--- src/rtl/reg_shift_pkg.sv ---
// Shared definitions for the register-file shift engine: op encodings and FSM states.
package reg_shift_pkg;

   localparam logic [2:0] OP_SLL = 3'b000;
   localparam logic [2:0] OP_SRL = 3'b001;
   localparam logic [2:0] OP_SRA = 3'b010;
   localparam logic [2:0] OP_ROL = 3'b011;
   localparam logic [2:0] OP_ROR = 3'b100;

   typedef enum logic [1:0] {
      IDLE,
      READ,
      SHIFT,
      WRITE
   } state_t;

   function automatic logic is_legal_op(input logic [2:0] op);
      return (op <= OP_ROR);
   endfunction

endpackage

--- src/rtl/barrel_shift_n.sv ---
// Combinational log2(WIDTH)-stage barrel shifter for the five shift/rotate modes.
module barrel_shift_n
   import reg_shift_pkg::*;
#(
   parameter int WIDTH = 8,
   localparam int SW = $clog2(WIDTH)
) (
   input  logic [WIDTH-1:0] data,
   input  logic [2:0]       op,
   input  logic [SW-1:0]    amt,
   output logic [WIDTH-1:0] shifted
);

   logic [WIDTH-1:0] stage [SW+1];

   assign stage[0] = data;

   // Stage s moves the word by 2**s when amt[s] is set; illegal ops pass through.
   for (genvar s = 0; s < SW; s++) begin : g_stage
      localparam int SH = 1 << s;
      logic [WIDTH-1:0] cur;
      logic [WIDTH-1:0] moved;

      assign cur = stage[s];

      always_comb begin
         moved = cur;
         case (op)
            OP_SLL:  moved = {cur[WIDTH-SH-1:0], {SH{1'b0}}};
            OP_SRL:  moved = {{SH{1'b0}}, cur[WIDTH-1:SH]};
            OP_SRA:  moved = {{SH{cur[WIDTH-1]}}, cur[WIDTH-1:SH]};
            OP_ROL:  moved = {cur[WIDTH-SH-1:0], cur[WIDTH-1:WIDTH-SH]};
            OP_ROR:  moved = {cur[SH-1:0], cur[WIDTH-1:SH]};
            default: moved = cur;
         endcase
      end

      assign stage[s+1] = amt[s] ? moved : cur;
   end

   assign shifted = stage[SW];

endmodule

--- src/rtl/reg_shift_engine.sv ---
// DEPTH x WIDTH register file with a host port and a read/shift/write command engine.
module reg_shift_engine
   import reg_shift_pkg::*;
#(
   parameter int WIDTH = 8,
   parameter int DEPTH = 8,
   localparam int AW = $clog2(DEPTH),
   localparam int SW = $clog2(WIDTH)
) (
   input  logic             clk,
   input  logic             reset,
   input  logic             wr,
   input  logic [AW-1:0]    wr_addr,
   input  logic [WIDTH-1:0] d_in,
   output logic             wr_busy,
   input  logic [AW-1:0]    rd_addr,
   output logic [WIDTH-1:0] d_out,
   input  logic             cmd_valid,
   output logic             cmd_ready,
   input  logic [2:0]       cmd_op,
   input  logic [AW-1:0]    cmd_src,
   input  logic [AW-1:0]    cmd_dst,
   input  logic [SW-1:0]    cmd_amt,
   output logic             done,
   output logic             err,
   output logic [WIDTH-1:0] res_data
);

   state_t           state;
   logic [2:0]       op_q;
   logic [AW-1:0]    src_q;
   logic [AW-1:0]    dst_q;
   logic [SW-1:0]    amt_q;
   logic [WIDTH-1:0] operand;
   logic [WIDTH-1:0] shifted;

   logic [WIDTH-1:0] regs [DEPTH];
   logic             rf_we;
   logic [AW-1:0]    rf_addr;
   logic [WIDTH-1:0] rf_data;

   barrel_shift_n #(.WIDTH(WIDTH)) u_shift (
      .data    (operand),
      .op      (op_q),
      .amt     (amt_q),
      .shifted (shifted)
   );

   // The illegal-op done is raised on the READ->SHIFT edge so it is visible during SHIFT.
   always_ff @(posedge clk or negedge reset) begin
      if (!reset) begin
         state     <= IDLE;
         op_q      <= '0;
         src_q     <= '0;
         dst_q     <= '0;
         amt_q     <= '0;
         operand   <= '0;
         res_data  <= '0;
         done      <= 1'b0;
         err       <= 1'b0;
         cmd_ready <= 1'b1;
         wr_busy   <= 1'b0;
      end else begin
         done <= 1'b0;
         err  <= 1'b0;
         case (state)
            IDLE: begin
               if (cmd_valid) begin
                  op_q      <= cmd_op;
                  src_q     <= cmd_src;
                  dst_q     <= cmd_dst;
                  amt_q     <= cmd_amt;
                  cmd_ready <= 1'b0;
                  state     <= READ;
               end
            end
            READ: begin
               operand <= regs[src_q];
               if (!is_legal_op(op_q)) begin
                  done <= 1'b1;
                  err  <= 1'b1;
               end
               state <= SHIFT;
            end
            SHIFT: begin
               if (!is_legal_op(op_q)) begin
                  cmd_ready <= 1'b1;
                  state     <= IDLE;
               end else begin
                  res_data <= shifted;
                  done     <= 1'b1;
                  wr_busy  <= 1'b1;
                  state    <= WRITE;
               end
            end
            WRITE: begin
               wr_busy   <= 1'b0;
               cmd_ready <= 1'b1;
               state     <= IDLE;
            end
            default: state <= IDLE;
         endcase
      end
   end

   // Single write port: the FSM writeback wins, host writes are dropped during WRITE.
   always_comb begin
      rf_we   = 1'b0;
      rf_addr = wr_addr;
      rf_data = d_in;
      if (state == WRITE) begin
         rf_we   = 1'b1;
         rf_addr = dst_q;
         rf_data = res_data;
      end else if (wr) begin
         rf_we = 1'b1;
      end
   end

   always_ff @(posedge clk or negedge reset) begin
      if (!reset) begin
         for (int i = 0; i < DEPTH; i++) begin
            regs[i] <= '0;
         end
      end else if (rf_we) begin
         regs[rf_addr] <= rf_data;
      end
   end

   assign d_out = regs[rd_addr];

endmodule

--- config.mk ---
export PLATFORM = sky130hd
export DESIGN_NAME = reg_shift_engine
export DESIGN_NICKNAME = d
export VERILOG_FILES = /design/src/rtl/reg_shift_pkg.sv /design/src/rtl/barrel_shift_n.sv /design/src/rtl/reg_shift_engine.sv
export SDC_FILE = /design/constraint.sdc
export NUM_CORES = 1
export LEC_CHECK = 0
export CAP_MARGIN = 20
export CORE_AREA = 2 2 113 115
export DETAILED_ROUTE_END_ITERATION = 12
export DIE_AREA = 0 0 115 117
export DONT_BUFFER_PORTS = 1
export GPL_ROUTABILITY_DRIVEN = 0
export PLACE_DENSITY_LB_ADDON = 0.1
export SLEW_MARGIN = 20
export SYNTH_ARGS = -nofsm -noshare
export SYNTH_HDL_FRONTEND = slang
export SYNTH_SLANG_ARGS = --single-unit
--- constraint.sdc ---
create_clock -name clk -period 2.2 [get_ports clk]
set_clock_uncertainty 0.1 [all_clocks]
set_input_delay 0.22 -clock clk [delete_from_list [all_inputs] [get_ports clk]]
set_output_delay 0.22 -clock clk [all_outputs]
set_load 0.05 [all_outputs]
==> metrics.txt <==
setup violators final=0; max incr delay on CP=400 ps; relative slew slack=a little over half; layout cells sized above 1=24.8%; part of the power in combinational logic=51.5%; Yosys reg bits=98; sequential area share after synthesis=around 44%; die area=0.0135 mm2; Setup CP Type=flip-flop to flip-flop; RSZ-0062 raised after global routing=yes; CP Launch Type=flip-flop; Post-Route Setup TNS=0 ps; DR WL/cell=20.2 um; FP Rows=just over 40; Port Buf Inserts=0; register share of total power=34.7%; Hold Crit Class=primary input to asynchronous set/reset pin; CP Launch Point=op_q[1]; CP Cell Sequence=buf_12 -> nand2b_1 -> o22ai_2 -> nor4b_2 -> a211oi_1 -> or3b_1 -> a221oi_2; die width=115 um; P_sw=4.81 mW; via count=4280; TritonCTS buffer count=9; largest net degree at the start of global routing=99; Distinct cells, synth=66; most frequent cells in the layout=dfrtp_1, nand2_1, o21ai_0; Lkg Pwr=roughly 2.7 nW; clock power share=13.8%; global-route wire length before repair=23300 um; Congestion Overflow GR=0; Critical Path Sink=res_data[6]; asr flop ratio synth=100%; R2R cell count=7; post-synthesis xor/xnor area fraction=0.947%; syn_area_per_cell=about 10 um2; CTS Buffer Depth=2; Stages on worst setup path=7; Post-synth EDFFs=0; P_int=6.30 mW; Slew Limit Fails=0; WHS=-540 ps; Synth Area in Compound Gates=16.4%; Synth area leader=dfrtp_1; most common cell after layout, fill and taps aside=dfrtp_1; Synth-to-Final Area Change=16.2%; WP buf/inv=1; clk_lat worst skew=350 ps; H-Tree Depth=3; ANT cells=0; Filler cells=1134; worst r2r src=op_q[1]; initial antenna violation count=0; vias in the first global route=4128; Arr. time, crit path=2320 ps; ys flop type=dfrtp_1; Tightest Pin Transition=676 ps; Yosys top cell area share=43.8%; top post-synthesis cells by area=dfrtp_1, mux4_2, o21ai_0; post-synthesis mux area share=between 20% and 30%; critical path capture point type=flip-flop; outcome=finished with violations; Clock transition at path regs=70 ps; # nets final=601; final hold violations=98; final design utilization=52.3%; I/O Pins=50; Root Buffer=clkbuf_16; 1st-pass router iterations=5; Max Clk Rate=roughly 460 MHz; min Tclk post-route=roughly 2200 ps; Core Footprint=0.0123 mm2; r2r setup slk=40 ps; vias per inst=5.90; Warnings, synthesis=0; Final Cycle Share=98.2%; Detail Placement HPWL=10200 um; largest family of logic cells by synthesized area=multiplexers; pwr/cell area=1720 mW/mm2; max cap viols=0; Final ANT Viol Nets=0; adder-cell share of the synthesized area=0.180%; Net Sw Frac=43.3%; Mapped Area=between 0.005 and 0.006 mm2; Initial DRC Count=301; DR DRC count=0; Clock Sinks=98; Starting Density=45.1%; Syn Nets=561; maximum vdd drop=0.696 mV; Total Wirelength=14600 um; CTS tree=yes; Tot GR Track Use=23.1%; Cells after Synth=531; crit-path max FO=19; Top delay family on crit path=simple AND/OR/NAND/NOR gates; failing checks=hold timing; Reg-to-Reg End=res_data[6]; slowest stage cell, crit path=dfrtp_1; synthesized-area fraction occupied by and/or/nand/nor cells=13.6%; CP required=2360 ps; die span in y=117 um; cts hold-fix bufs=13
layout make-up:
cell class | instances | area [um2] | area share, %
inverters | 7 | 26.3 | 0.408
repair buffers | 67 | 573 | 8.89
flip-flops and latches | 98 | 2450 | 38.1
well taps | 150 | 188 | 2.91
clock buffers | 13 | 260 | 4.04
clock inverters | 3 | 22.5 | 0.349
multi-input cells | 388 | 2920 | 45.3
worst register-to-register path: stages, from the launching register on:
cell	delay [ps]
dfrtp_1	400
buf_12	170
nand2b_1	210
o22ai_2	250
nor4b_2	230
a211oi_1	100
or3b_1	400
a221oi_2	210
power by group through the flow:
stage | Combinational [mW] | Clock, mW | Sequential [mW]
final | 5.72 | 1.53 | 3.86
after global routing | 6.26 | 1.63 | 3.98
after CTS | 5.50 | 1.56 | 3.85
after detailed placement | 5.44 | 0 | 3.89
after global placement | 5.40 | 0 | 3.84
after floorplan | 4.16 | 0 | 3.51
stage by stage:
step	cells	instance area (um2)	setup slack [ps]	power (mW)
after floorplan	531	5550	225	7.67
after global placement	692	5940	10.9	9.24
after detailed placement	692	5940	-34.0	9.33
after CTS	721	6360	21.8	10.9
after global routing	726	6440	-24.3	11.9
final	726	6440	40.6	11.1
per-layer routing:
| layer | track usage (%) | wire (um) | up-vias |
|---|---|---|---|
| li1 | - | - | 2021 |
| met1 | 33.0 | 6690 | 2129 |
| met2 | 36.8 | 7030 | 114 |
| met3 | 3.45 | 724 | 16 |
| met4 | 6.91 | 190 | 0 |
| met5 | 0 | 0 | - |
kinds of logic (layout without fill, tap and decap cells):
kind of cell,after synthesis,after routing
multiplexers,70,70
AND/OR/NAND/NOR,163,163
AO/OA/AOI/OAI,151,151
adder cells (fa/ha/maj),1,1
buffers and inverters,45,90
XOR/XNOR,3,3
flip-flops,98,98
how the worst min path moves through the flow:
stage	startpoint	slack [ps]	to	cells after the start
2_1_floorplan	reset	-180	amt_q[0]	0
6_report	reset	-540	state[0]	0
5_1_grt	reset	-550	dst_q[0]	0
3_5_place_dp	reset	-170	wr_busy	0
4_1_cts	reset	-550	wr_busy	0
3_3_place_gp	reset	-170	state[0]	0
synth_stat cells (all sizes together) (8+ instances only):
library cell,number
nor2,51
dfrtp,97
mux2,19
a21oi,48
o21ai,58
mux4,33
nor2b,8
buf,23
clkbuf,15
nand2b,14
mux2i,18
nand2,67
timing repair:
action	CTS	global route
resized for setup	1	12
endpoints found under the setup margin	1	16
buffers inserted	0	5
endpoints found under the hold margin	111	98
pin swaps	0	3
registers in the layout, summed over array words and instances (netlist names):
name	flops
dst_q	3
src_q	3
wr_busy	1
err	1
op_q	3
cmd_ready	1
regs	64
operand	8
res_data	8
state	2
amt_q	3
done	1
(Power assumes the default switching activity.)
